<file path="src/rtl/fme_pkg.sv">
// Shared types, candidate ordering and offset helpers for the FME sequencer.
package fme_pkg;

  localparam int unsigned SAD_W_DEF = 16;
  localparam int unsigned IDX_W     = 4;
  localparam logic [3:0]  CENTRE    = 4'd4;

  typedef enum logic [2:0] {
    S_IDLE,
    S_H_IP,
    S_H_SAD,
    S_Q_IP,
    S_Q_SAD,
    S_FIN
  } state_t;

  // 3x3 row-major neighbours, centre excluded
  localparam logic [7:0][3:0] CAND_ORDER = {4'd8, 4'd7, 4'd6, 4'd5, 4'd3, 4'd2, 4'd1, 4'd0};

  // Column offset of a 3x3 index, two's complement in 3 bits
  function automatic logic [2:0] idx_dx(input logic [3:0] idx);
    case (idx)
      4'd0, 4'd3, 4'd6: return 3'b111;
      4'd1, 4'd4, 4'd7: return 3'b000;
      default:          return 3'b001;
    endcase
  endfunction

  function automatic logic [2:0] idx_dy(input logic [3:0] idx);
    case (idx)
      4'd0, 4'd1, 4'd2: return 3'b111;
      4'd3, 4'd4, 4'd5: return 3'b000;
      default:          return 3'b001;
    endcase
  endfunction

  // Quarter-pel offset: half-pel step counts double
  function automatic logic [2:0] mv_comb(input logic [2:0] h, input logic [2:0] q);
    return {h[1:0], 1'b0} + q;
  endfunction

endpackage

</file>
<file path="src/rtl/fme_min_track.sv">
// Running minimum of SAD responses with its candidate index, shared by both phases.
module fme_min_track
  import fme_pkg::*;
#(
  parameter int unsigned SAD_W = SAD_W_DEF
) (
  input  logic             clk,
  input  logic             rst,
  input  logic             i_load,
  input  logic [SAD_W-1:0] i_load_sad,
  input  logic             i_rebase,
  input  logic             i_upd,
  input  logic [SAD_W-1:0] i_sad,
  input  logic [3:0]       i_idx,
  output logic [SAD_W-1:0] o_min_sad,
  output logic [3:0]       o_min_idx,
  output logic [3:0]       o_nxt_idx_c
);

  logic [SAD_W-1:0] r_min_sad;
  logic [3:0]       r_min_idx;
  logic             w_win;

  // Strict compare: ties keep the earlier (centre first) winner
  assign w_win       = i_upd && (i_sad < r_min_sad);
  assign o_nxt_idx_c = w_win ? i_idx : r_min_idx;
  assign o_min_sad   = r_min_sad;
  assign o_min_idx   = r_min_idx;

  always_ff @(posedge clk or posedge rst) begin
    if (rst) begin
      r_min_sad <= '0;
      r_min_idx <= '0;
    end else if (i_load) begin
      r_min_sad <= i_load_sad;
      r_min_idx <= CENTRE;
    end else if (i_rebase) begin
      r_min_idx <= CENTRE;
    end else if (w_win) begin
      r_min_sad <= i_sad;
      r_min_idx <= i_idx;
    end
  end

endmodule

</file>
<file path="src/rtl/fme_sched.sv">
// Fractional ME sequencer: half-pel then quarter-pel search around the integer best,
// sharing one interpolator and one SAD unit.
module fme_sched
  import fme_pkg::*;
#(
  parameter int unsigned SAD_W   = SAD_W_DEF,
  parameter int unsigned LAT_MAX = 15
) (
  input  logic             clk,
  input  logic             rst,
  input  logic             start,
  input  logic [SAD_W-1:0] int_sad,
  output logic             busy,
  output logic             ip_start,
  output logic             ip_quat,
  output logic [3:0]       ip_best,
  input  logic             ip_done,
  output logic             cand_valid,
  output logic [3:0]       cand_idx,
  input  logic             cand_ready,
  input  logic             sad_valid,
  input  logic [SAD_W-1:0] sad_val,
  output logic             done,
  output logic             err,
  output logic [2:0]       mv_dx,
  output logic [2:0]       mv_dy,
  output logic [SAD_W-1:0] best_sad
);

  localparam int unsigned WD_W = $clog2(LAT_MAX + 1);

  state_t           r_state, w_state_nx;
  logic [3:0]       r_iss_cnt, w_iss_nx;
  logic [2:0]       r_rsp_cnt, w_rsp_nx;
  logic [WD_W-1:0]  r_wd, w_wd_nx;
  logic             r_abort, w_abort_nx;
  logic [SAD_W-1:0] r_int_sad;
  logic             r_busy, r_ip_start, r_ip_quat, r_cand_valid, r_done, r_err;
  logic [3:0]       r_ip_best, r_cand_idx;
  logic [2:0]       r_mv_dx, r_mv_dy;
  logic [SAD_W-1:0] r_best_sad;

  logic             w_hs, w_rsp, w_ipd, w_event, w_active, w_timeout;
  logic             w_sad_ph, w_ip_ph, w_pend, w_load, w_rebase;
  logic             w_ip_start_nx, w_cand_valid_nx;
  logic [3:0]       w_cand_idx_nx, w_rsp_idx, w_nxt_idx, w_min_idx;
  logic [SAD_W-1:0] w_min_sad;

  assign w_sad_ph  = (r_state == S_H_SAD) || (r_state == S_Q_SAD);
  assign w_ip_ph   = (r_state == S_H_IP)  || (r_state == S_Q_IP);
  assign w_active  = w_sad_ph || w_ip_ph;
  assign w_hs      = r_cand_valid && cand_ready;
  // Responses arrive in issue order; stray ones with nothing outstanding are dropped
  assign w_pend    = (r_iss_cnt != {1'b0, r_rsp_cnt});
  assign w_rsp     = sad_valid && w_sad_ph && w_pend;
  assign w_ipd     = ip_done && w_ip_ph;
  assign w_event   = w_hs || w_rsp || w_ipd;
  assign w_timeout = w_active && !w_event && (r_wd == WD_W'(LAT_MAX - 1));
  assign w_rsp_idx = CAND_ORDER[r_rsp_cnt];

  fme_min_track #(.SAD_W(SAD_W)) u_min (
    .clk         (clk),
    .rst         (rst),
    .i_load      (w_load),
    .i_load_sad  (int_sad),
    .i_rebase    (w_rebase),
    .i_upd       (w_rsp),
    .i_sad       (sad_val),
    .i_idx       (w_rsp_idx),
    .o_min_sad   (w_min_sad),
    .o_min_idx   (w_min_idx),
    .o_nxt_idx_c (w_nxt_idx)
  );

  always_comb begin
    w_state_nx = r_state;
    w_abort_nx = r_abort;
    w_load     = 1'b0;
    w_rebase   = 1'b0;
    w_iss_nx   = r_iss_cnt + 4'(w_hs);
    w_rsp_nx   = r_rsp_cnt + 3'(w_rsp);
    w_wd_nx    = (w_active && !w_event) ? r_wd + WD_W'(1) : '0;
    case (r_state)
      S_IDLE: begin
        if (start) begin
          w_state_nx = S_H_IP;
          w_load     = 1'b1;
          w_abort_nx = 1'b0;
        end
      end
      S_H_IP, S_Q_IP: begin
        w_rebase = (r_state == S_Q_IP);
        if (w_ipd) begin
          w_state_nx = (r_state == S_H_IP) ? S_H_SAD : S_Q_SAD;
        end else if (w_timeout) begin
          w_state_nx = S_FIN;
          w_abort_nx = 1'b1;
        end
      end
      S_H_SAD, S_Q_SAD: begin
        if (w_rsp && (r_rsp_cnt == 3'd7)) begin
          w_state_nx = (r_state == S_H_SAD) ? S_Q_IP : S_FIN;
        end else if (w_timeout) begin
          w_state_nx = S_FIN;
          w_abort_nx = 1'b1;
        end
      end
      S_FIN:   w_state_nx = S_IDLE;
      default: w_state_nx = S_IDLE;
    endcase
    // Each state starts with fresh issue/response/watchdog counts
    if (w_state_nx != r_state) begin
      w_iss_nx = '0;
      w_rsp_nx = '0;
      w_wd_nx  = '0;
    end
    w_ip_start_nx   = (w_state_nx != r_state) &&
                      ((w_state_nx == S_H_IP) || (w_state_nx == S_Q_IP));
    w_cand_valid_nx = ((w_state_nx == S_H_SAD) || (w_state_nx == S_Q_SAD)) &&
                      (w_iss_nx < 4'd8);
    w_cand_idx_nx   = w_cand_valid_nx ? CAND_ORDER[w_iss_nx[2:0]] : 4'd0;
  end

  always_ff @(posedge clk or posedge rst) begin
    if (rst) begin
      r_state      <= S_IDLE;
      r_iss_cnt    <= '0;
      r_rsp_cnt    <= '0;
      r_wd         <= '0;
      r_abort      <= 1'b0;
      r_int_sad    <= '0;
      r_busy       <= 1'b0;
      r_ip_start   <= 1'b0;
      r_ip_quat    <= 1'b0;
      r_ip_best    <= '0;
      r_cand_valid <= 1'b0;
      r_cand_idx   <= '0;
      r_done       <= 1'b0;
      r_err        <= 1'b0;
      r_mv_dx      <= '0;
      r_mv_dy      <= '0;
      r_best_sad   <= '0;
    end else begin
      r_state      <= w_state_nx;
      r_iss_cnt    <= w_iss_nx;
      r_rsp_cnt    <= w_rsp_nx;
      r_wd         <= w_wd_nx;
      r_abort      <= w_abort_nx;
      r_busy       <= (w_state_nx != S_IDLE);
      r_ip_start   <= w_ip_start_nx;
      r_ip_quat    <= (w_state_nx == S_Q_IP) || (w_state_nx == S_Q_SAD);
      r_cand_valid <= w_cand_valid_nx;
      r_cand_idx   <= w_cand_idx_nx;
      r_done       <= (r_state == S_FIN);
      r_err        <= (r_state == S_FIN) && r_abort;
      if (w_load) r_int_sad <= int_sad;
      if ((r_state == S_H_SAD) && (w_state_nx == S_Q_IP)) begin
        r_ip_best <= w_nxt_idx;
      end else if (r_state == S_FIN) begin
        r_ip_best <= '0;
      end
      if (r_state == S_FIN) begin
        r_mv_dx    <= r_abort ? 3'd0 : mv_comb(idx_dx(r_ip_best), idx_dx(w_min_idx));
        r_mv_dy    <= r_abort ? 3'd0 : mv_comb(idx_dy(r_ip_best), idx_dy(w_min_idx));
        r_best_sad <= r_abort ? r_int_sad : w_min_sad;
      end
    end
  end

  assign busy       = r_busy;
  assign ip_start   = r_ip_start;
  assign ip_quat    = r_ip_quat;
  assign ip_best    = r_ip_best;
  assign cand_valid = r_cand_valid;
  assign cand_idx   = r_cand_idx;
  assign done       = r_done;
  assign err        = r_err;
  assign mv_dx      = r_mv_dx;
  assign mv_dy      = r_mv_dy;
  assign best_sad   = r_best_sad;

endmodule
</file>
<file path="config.mk">
export PLATFORM = sky130hd
export DESIGN_NAME = fme_sched
export DESIGN_NICKNAME = d
export VERILOG_FILES = /design/src/rtl/fme_pkg.sv /design/src/rtl/fme_min_track.sv /design/src/rtl/fme_sched.sv
export SDC_FILE = /design/constraint.sdc
export NUM_CORES = 1
export LEC_CHECK = 0
export ABC_AREA = 0
export CAP_MARGIN = 20
export CORE_MARGIN = 10
export CORE_UTILIZATION = 45
export CTS_CLUSTER_SIZE = 8
export DETAILED_ROUTE_END_ITERATION = 8
export PLACE_DENSITY = 0.65
export SLEW_MARGIN = 20
export SYNTH_ARGS = -nofsm -noshare
export SYNTH_HDL_FRONTEND = slang
export SYNTH_SLANG_ARGS = --single-unit
</file>
<file path="constraint.sdc">
create_clock -name clk -period 3.3 [get_ports clk]
set_input_delay 0.66 -clock clk [delete_from_list [all_inputs] [get_ports clk]]
set_output_delay 0.66 -clock clk [all_outputs]
set_load 0.01 [all_outputs]
</file>
-- Word-level counts from Yosys, hierarchy flattened
Memories as Yosys holds them, arrays and structs flattened.
Index checks and enable logic that the tools add are counted.
- bits of input ports: 38
- RAM bits: 0
- memory bits (read-only): 64
- output and inout bits: 36
- register bits: 87
- memories: 2
- latch bits: 0
- word-level logic and storage cells: 142
- $mul: 0
- mux-type cells: 41
- order comparisons: 4
- $add $sub $neg: 5
- shift operators: 0
- reductions and logical operators: 40
- equal/unequal tests: 31
- bitwise logic cells: 0
- divide/modulo/power cells: 0
- memories (name ; depth ; bits a word ; read ports ; clocked after memory_dff ; wr ports ; RTL line ; source):
    (name not given) ; 8 ; 4 ; 1 ; 0 ; 0 ; fme_sched.sv:121 ; w_cand_idx_nx = w_cand_valid_nx ? CAND_ORDER[w_iss_nx[2:0]] : 4'd0;
    (name not given) ; 8 ; 4 ; 1 ; 0 ; 0 ; fme_sched.sv:59 ; assign w_rsp_idx = CAND_ORDER[r_rsp_cnt];
- operators by type and width (operator ; number):
    $mux 16 ; 4
    $mux 4 ; 11
    $mux 3 ; 11
    $eq 4x3->1 const B ; 8
    $reduce_or 3->1 ; 8
    $eq 4x2->1 const B ; 4
    $lt 16x16->1 ; 1
    $eq 3x2->1 const B ; 4
    $eq 3x3->1 const B ; 4
    $logic_and 1x1->1 ; 12
    $pmux 3 s2 ; 2
    $pmux 3 s3 ; 1
    $eq 4x1->1 const B ; 2
    $logic_not 4->1 ; 2
    $logic_or 1x1->1 ; 8
    $lt 3x4->1 const B ; 2
    $pmux 2 s2 ; 2
    $mux 1 ; 7
    $add 3x3->3 ; 2
    $eq 3x1->1 const B ; 2
    $ne 2x2->1 const B ; 3
    $reduce_bool 3->1 ; 2
    $add 4x1->4 ; 1
    $add 4x1->4 const B ; 1
    other kinds (14) ; 17

-- Longest topological paths before layout
Gate-level depths: netlist of run 1.
- depth after elaboration: 17
- mapped depth: 10
- gate-level depth less buffers: 10

-- Modules after synthesis
Synthesis of run 1 repeated with hierarchy kept, for this count alone.
- cells, all modules: 479
- area total of the unflattened synthesis: 4901.0 µm²
- by module, submodules not included (module ; cells each ; instances ; area each (µm²) ; sequential area each (µm²)):
    fme_sched ; 304 ; 1 ; 3216.8 ; 1676.6
    fme_min_track ; 175 ; 1 ; 1684.1 ; 500.5

-- Least setup slack after synthesis of run 1
No wires, ideal clock.
- path kind: input to register
- start point: in ip_done
- end point: reg r_cand_idx[2] (netlist: cand_idx[2])
- library setup time: 0.086 ns
- data arrival time: 2.547 ns
- buffers on the path: 0
- stages on the path: 9
- data required time: 3.214 ns
- path slack: 0.667 ns
- cells stage by stage: nand2_1 > or3b_1 > a211oi_1 > a21oi_4 > a2bb2oi_2 > nor2b_1 > ha_1 > or3_1 > nor3_1
- longest elaborated chain between the ends: 13
- elaborated cells on any way between the ends: 19
- classes of those cells: order compare: 1; eq/ne: 3; mux: 7; reduce/logical: 7; memory: 1
- ends and longest elaborated chain (what ; RTL line ; source):
    start: declaration ; fme_sched.sv:17 ; input logic ip_done,
    $logic_and 1x1->1 * ; fme_sched.sv:56 ; assign w_ipd = ip_done && w_ip_ph;
    $logic_or 1x1->1 ; fme_sched.sv:57 ; assign w_event = w_hs || w_rsp || w_ipd;
    $logic_not 1->1 ; fme_sched.sv:58 ; assign w_timeout = w_active && !w_event && (r_wd == WD_W'(LAT_MAX - 1));
    $logic_and 1x1->1 (2 in series) ; fme_sched.sv:58 ;
    $mux 3 ; fme_sched.sv:95, fme_sched.sv:103 ;
    $mux 3, on equally long branches ; fme_sched.sv:101, fme_sched.sv:93 ;
    $pmux 3 s3 * ; fme_sched.sv:83 ; case (r_state)
    $ne 3x3->1 * ; fme_sched.sv:112 ; if (w_state_nx != r_state) begin
    $mux 4 * ; fme_sched.sv:112 ;
    net w_iss_nx[0] ; fme_sched.sv:33 ; logic [3:0] r_iss_cnt, w_iss_nx;
    $mem_v2 8x4 or $lt 4x4->1 (tied branches) ; - ;
    $mux 4 (not written as such) or $logic_and 1x1->1 (tied branches) ; fme_sched.sv:121, fme_sched.sv:119 ;
    $mux 4 * ; fme_sched.sv:121 ;
    net w_cand_idx_nx[2] ; fme_sched.sv:46 ; logic [3:0] w_cand_idx_nx, w_rsp_idx, w_nxt_idx, w_min_idx;
    end signal: assignment ; fme_sched.sv:153 ; r_cand_idx <= w_cand_idx_nx;
    end: declaration ; fme_sched.sv:39 ; logic [3:0] r_ip_best, r_cand_idx;
The timed path passes the listed nets; every way through them passes the cells marked *. The select of a mux whose other input is x is not followed.
A chain may end at the register's enable or synchronous reset.

-- Final worst setup path of run 1
Same ends and word-level chain as after synthesis.

==> impl_metrics.ini, run 1 <==
[global_route]
antenna_found_initial = 0
grt_usage_pct = 14.57
grt_pass1_vias = 3414
grt_max_degree = 50
grt_pass1_wl_um = 17110
grt_overflow_total = 0

[layout]
num_antenna_cells = 0
final_common_cell = nand2_1
nFillCells = 897
area.growth.synth_to_final_pct = 23.62
layout-drive-gt1-share_pct = 7.386
final_nets = 589
final_cell_mix = 90 x nand2_1, 87 x dfrtp_1, 73 x clkdlybuf4s50_1
final_area_um2 = 5559

[run]
cap_violations = 0

[place]
dp_hpwl_um = 7578
portBuffers = 73
pre_cts_ws_ns = 0.1185
placed_area_um2 = 5394
routabilityCongestion = 0.7822

[run_status]
status = complete, no violations

[floorplanning]
fp-row-count = 36
ios = 74
dieArea_um2 = 14390
chipWidth_um = 120.0
fp.dieH_um = 120.0
core_um2 = 9774
start_util_pct = 46.01

[timing]
setup_viol = 0
period_needed_ns = 2.790
relSlewSlack_pct = 45.17
tightest_slew_ns = 0.8224
period_share_pct = 84.54
fin_skew_ns = 0.01035
hold_ws_ns = 0.4782
max_freq_ghz = 0.3585
hold_viol_final = 0
setup_ws_ns = 0.5103
final-max-slew-violation-count = 0
tns_ns = 0
rsz0062_at_grt = false

[worst_hold_path]
hold_path_class = flop to flop
worstHoldStart = mv_dx[2]

[clocking]
path_clk_slew_ns = 0.08
hold_buffers = 0
clk_latency_ns = 0.36
cts_buffer_depth = 2
htree_levels = 3
post_cts_resized = 0
numClockSinks = 87
cts_tree = done
post_cts_buffers = 0
cts_buffers = 9
cts_root_buf = clkbuf_8

[logic_synthesis]
syn_inst = 448
synth_compound_area_share_pct = 10.04
post_synth.cell_area_avg_um2 = 10.04
synth_top_area_cell = dfrtp_1
muxShareOfSynthArea_pct = 10.13
synthSimpleGateAreaFrac_pct = 16.30
yosys-top-cells-area = dfrtp_1 48%, mux2i_1 9.1%, ha_1 7.5%
syn_area_um2 = 4497
synthXorXnorAreaFrac_pct = 3.506
synth_top_area_share_pct = 48.41
ys_seq_elements = 87
synth_top_family_by_area = simple AND/OR/NAND/NOR gates
yosysUniqueCellTypes = 46
ys_seq_area_share_pct = 48.41
synth_fp_nets = 513
synth_fa_ha_area_share_pct = 7.513
yosys_warnings = 0

[setup_path]
slowest_delay_ns = 0.46
required_ns = 3.58
cp_data_arrival_time_ns = 3.07
critical_path.top_delay_family = simple AND/OR/NAND/NOR gates
crit_fanout = 4
cp.buffers_inverters = 1
cp-start-kind = primary input
r2r-start = r_rsp_cnt[2]
crit_chain = clkdlybuf4s50_1, nand2_1, or3b_1, a211oi_1, a21oi_4, a2bb2oi_2, nor2b_1, ha_1, or3_1, nor3_1
startpoint = ip_done
slowest_stage = clkdlybuf4s50_1
crit_type = primary input to flop
endpoint_kind = flop

[power]
p_total_w = 0.004188
powerDensity_nw_per_um2 = 753.4
ir_drop_v = 0.0003321
p_leak_nw = 2.669
combPwrFrac_pct = 43.6
p_seq_share_pct = 40.6
p_sw_w = 0.001605
power.internal_w = 0.002583
p_clk_share_pct = 15.7
sw_frac_of_total_pct = 38.33

[routing]
avgViaCountPerCell = 5.006
vias = 3309
drtIter0Drc = 151
antenna_left = 0
routed_wirelength_um = 10170
wl_per_cell_um = 15.39
drc = 0
firstDrtPassIters = 4
-- kinds of logic after synthesis --
kind of cell	count (synthesis)
xor+xnor	18
buf+inv	43
mux	45
simple gates	157
compound gates	71
flops	87
fa+ha+maj	27
-- Yosys cell counts (all sizes together) --
cell / count
nor3b: 2
ha: 27
a211oi: 5
inv: 23
mux2: 4
a21o: 1
o41ai: 1
o21ai: 39
dfrtp: 87
o21a: 1
buf: 6
or3b: 1
or3: 2
nor3: 9
xor2: 11
and2b: 1
nand2b: 11
a2bb2oi: 1
and2: 3
nor2: 16
o221ai: 2
nand3: 4
a211o: 1
xnor2: 7
or2: 2
nor2b: 6
nor4: 4
a21boi: 1
nand2: 91
clkbuf: 14
o211ai: 1
nand4: 2
o31ai: 5
nand3b: 3
mux2i: 41
a21oi: 13
-- registers in the layout, indices dropped and copies added, names as in the netlist, 4 cells and up --
| name | count |
|---|---|
| r_int_sad | 16 |
| r_iss_cnt | 4 |
| r_wd | 4 |
| u_min.o_min_idx | 4 |
| u_min.o_min_sad | 16 |
| cand_idx | 4 |
| best_sad | 16 |
| ip_best | 4 |
-- power groups by stage --
| stage | clock network, W | logic (W) | registers [W] |
|---|---|---|---|
| floorplan | 0 | 0.00119 | 0.00170 |
| CTS | 0.000674 | 0.00186 | 0.00171 |
| finish | 0.000659 | 0.00183 | 0.00170 |
| detailed placement | 0 | 0.00184 | 0.00173 |
| global placement | 0 | 0.00180 | 0.00171 |
| global route | 0.000721 | 0.00207 | 0.00176 |
-- final timing paths --
path                                to  slack [ns]  depth (start not counted)
setup / recovery           cand_idx[2]        0.51                         10
hold / removal                mv_dx[2]        0.48                          2
setup reg to reg           cand_idx[2]        0.52                          9
hold reg to reg               mv_dx[2]        0.48                          2
max in group asynchronous         busy        1.85                          3
min in group asynchronous   ip_best[0]        0.71                          2
-- routing by layer --
metal | vias to the layer above | global-route usage [%] | routed length (µm)
met4 | 0 | 5.656 | 137
met1 | 1570 | 19.23 | 4883
met2 | 61 | 22.94 | 4751
met3 | 12 | 3.047 | 399
met5 | - | 0 | 0
li1 | 1666 | - | -
-- layout make-up --
| class | count | area [µm²] | share of cell area (%) |
|---|---|---|---|
| flip-flops and latches | 87 | 2177 | 39.16 |
| inverters | 23 | 87.58 | 1.576 |
| well taps | 133 | 166.4 | 2.993 |
| clock inverters | 3 | 20.02 | 0.3601 |
| clock buffers | 12 | 145.1 | 2.611 |
| multi-input cells | 318 | 2142 | 38.53 |
| repair buffers | 85 | 820.8 | 14.76 |
-- worst min-delay path, cell delays in order, from the launching register on --
cell     delay [ns]
dfrtp_1        0.34
nand2_1        0.05
o31ai_1        0.05
-- per-stage QoR --
stage | util [%] | instances
2_1_floorplan | - | 448
3_3_place_gp | 55.18 | 646
3_5_place_dp | 55.18 | 646
4_1_cts | 56.87 | 661
5_1_grt | 56.87 | 661
6_report | 56.87 | 661
(Power assumes the default switching activity.)
==> inputs of run 2 (changes only) <==
PLACE_DENSITY = 0.68   (was 0.65)
clock period = 2.32 ns   (was 3.3 ns; I/O delays follow)
==> run 2 against run 1 <==
Compared with the run above: the flow now finishes with violations (negative setup slack); final cell count up 5.3%; total power up 54%; worst hold slack worse by 0.025 ns; highest routed layer unchanged.
==> impl_metrics.ini, run 2 (same netlist as run 1, synthesis figures left out) <==
[clocking]
hold_buffers = 0
htree_levels = 3
cts_buffer_depth = 2
cts_buffers = 9
cts_root_buf = clkbuf_8
numClockSinks = 87
path_clk_slew_ns = 0.09
clk_latency_ns = 0.35
cts_tree = done

[timing]
relSlewSlack_pct = 56.25
period_needed_ns = 2.481
fin_skew_ns = 0.007690
max_freq_ghz = 0.4030
rsz0062_at_grt = true
hold_viol_final = 0
setup_ws_ns = -0.1614
tightest_slew_ns = 0.6563
final-max-slew-violation-count = 0
period_share_pct = 107.0
setup_viol = 3

[place]
routabilityCongestion = 0.9395
dp_hpwl_um = 7959
placed_area_um2 = 5665
post-place-cells = 675
portBuffers = 73

[setup_path]
r2r_slack_ns = -0.16
r2r_end = cand_idx[1]
cp-start-kind = flop
cp_data_arrival_time_ns = 2.73
reg2regPathDepth = 11
crit_type = flop to flop
crit_fanout = 4
r2r-start = r_iss_cnt[1]
required_ns = 2.57
endpoint_kind = flop

[floorplanning]
core_um2 = 9774
ios = 74
chipWidth_um = 120.0
start_util_pct = 46.01
fp-row-count = 36
fp.dieH_um = 120.0
dieArea_um2 = 14390

[power]
p_total_w = 0.006447
powerDensity_nw_per_um2 = 1085
p_sw_w = 0.002411
p_leak_nw = 2.863
combPwrFrac_pct = 46.8
ir_drop_v = 0.0004818
power.internal_w = 0.004035
p_seq_share_pct = 37.2
sw_frac_of_total_pct = 37.40
p_clk_share_pct = 16.1

[routing]
avgViaCountPerCell = 5.023
drtIter0Drc = 149
firstDrtPassIters = 4
vias = 3496
drc = 0
routed_wirelength_um = 10440
wl_per_cell_um = 15.00
antenna_left = 0

[global_route]
grt_overflow_total = 0
grt_max_degree = 45
grt_pass1_wl_um = 17370
grt_pass1_vias = 3611
grt_usage_pct = 14.50
antenna_found_initial = 0

[run_status]
violations = negative setup slack
status = complete, but fails checks

[layout]
final_nets = 623
final_util_pct = 60.78
final_common_cell = nand2_1
nFillCells = 874
final_cell_mix = 90 x nand2_1, 85 x dfrtp_1, 73 x clkdlybuf4s50_1
final_area_um2 = 5941
instances_no_fill = 696
num_antenna_cells = 0
regArea_um2 = 2180
multiInputGateArea_um2 = 2193
layout-drive-gt1-share_pct = 14.56
area.growth.synth_to_final_pct = 32.11

[worst_hold_path]
hold_path_class = primary input to asynchronous set/reset pin

[run]
cap_violations = 0
==> run 2: cell types whose count changed in the layout (fill, tap and decap cells not counted), moves of 2 or more <==
| cell | delta |
|---|---|
| buf_12 | +3 |
| buf_4 | +29 |
| buf_6 | +2 |
| dfrtp_1 | -2 |
| dfrtp_2 | +2 |
| nor2b_1 | -2 |
| nor2b_2 | +2 |
==> run 2: metal layers <==
layer	track usage, %	vias to the layer above	wire length, µm
met5	0	-	0
met4	3.620	0	51
met3	3.610	8	447
met2	23.62	61	4973
met1	18.89	1696	4969
li1	-	1731	-
==> run 2: power by group through the flow <==
stage	combinational [W]	clock (W)	sequential [W]
after floorplan	0.00172	0	0.00242
after global placement	0.00286	0	0.00240
after detailed placement	0.00293	0	0.00242
after CTS	0.00301	0.00107	0.00239
after global routing	0.00337	0.00114	0.00247
final	0.00301	0.00104	0.00240
==> run 2: area by class of cell <==
class	instances	share of cell area, %
multi-input combinational	318	36.92
sequential	87	36.69
timing repair buffer	119	18.87
tap	133	2.801
clock buffer	11	2.211
inverter	23	1.516
clock inverter	5	0.9899
==> run 2: worst max path at each step <==
stage | endpoint | slack [ns] | startpoint | cells past startpoint
2_1_floorplan | cand_idx[2] | -0.17 | r_rsp_cnt[1] | 9
3_5_place_dp | cand_idx[2] | -0.44 | ip_done | 11
6_report | cand_idx[1] | -0.16 | r_iss_cnt[1] | 11
4_1_cts | cand_idx[1] | -0.13 | r_iss_cnt[2] | 11
5_1_grt | cand_idx[1] | -0.29 | r_iss_cnt[1] | 11
3_3_place_gp | cand_idx[2] | -0.41 | ip_done | 11
==> run 2: per-stage QoR <==
stage | hold WS, ns | setup TNS [ns] | setup slack [ns]
2_1_floorplan | 0.4456 | -0.1869 | -0.1697
3_3_place_gp | 0.4581 | -7.130 | -0.4082
3_5_place_dp | 0.4625 | -8.790 | -0.4428
4_1_cts | 0.4530 | -0.2737 | -0.1272
5_1_grt | 0.4618 | -1.239 | -0.2929
6_report | 0.4535 | -0.2989 | -0.1614
==> run 2: timing repair <==
item | in CTS | in global routing
pin swaps | 6 | 2
resized for setup | 3 | 7
setup endpoints to repair | 3 | 27
setup buffers | 3 | 2
==> run 2: critical path: stages (launching register included) <==
cell and delay (ns):
dfrtp_1 0.41, xor2_1 0.19, o41ai_4 0.40, buf_4 0.20
o221ai_4 0.11, nor2_4 0.14, a2bb2oi_4 0.19, nor2b_2 0.07
buf_4 0.13, ha_1 0.27, mux2i_1 0.07, nor4_1 0.19
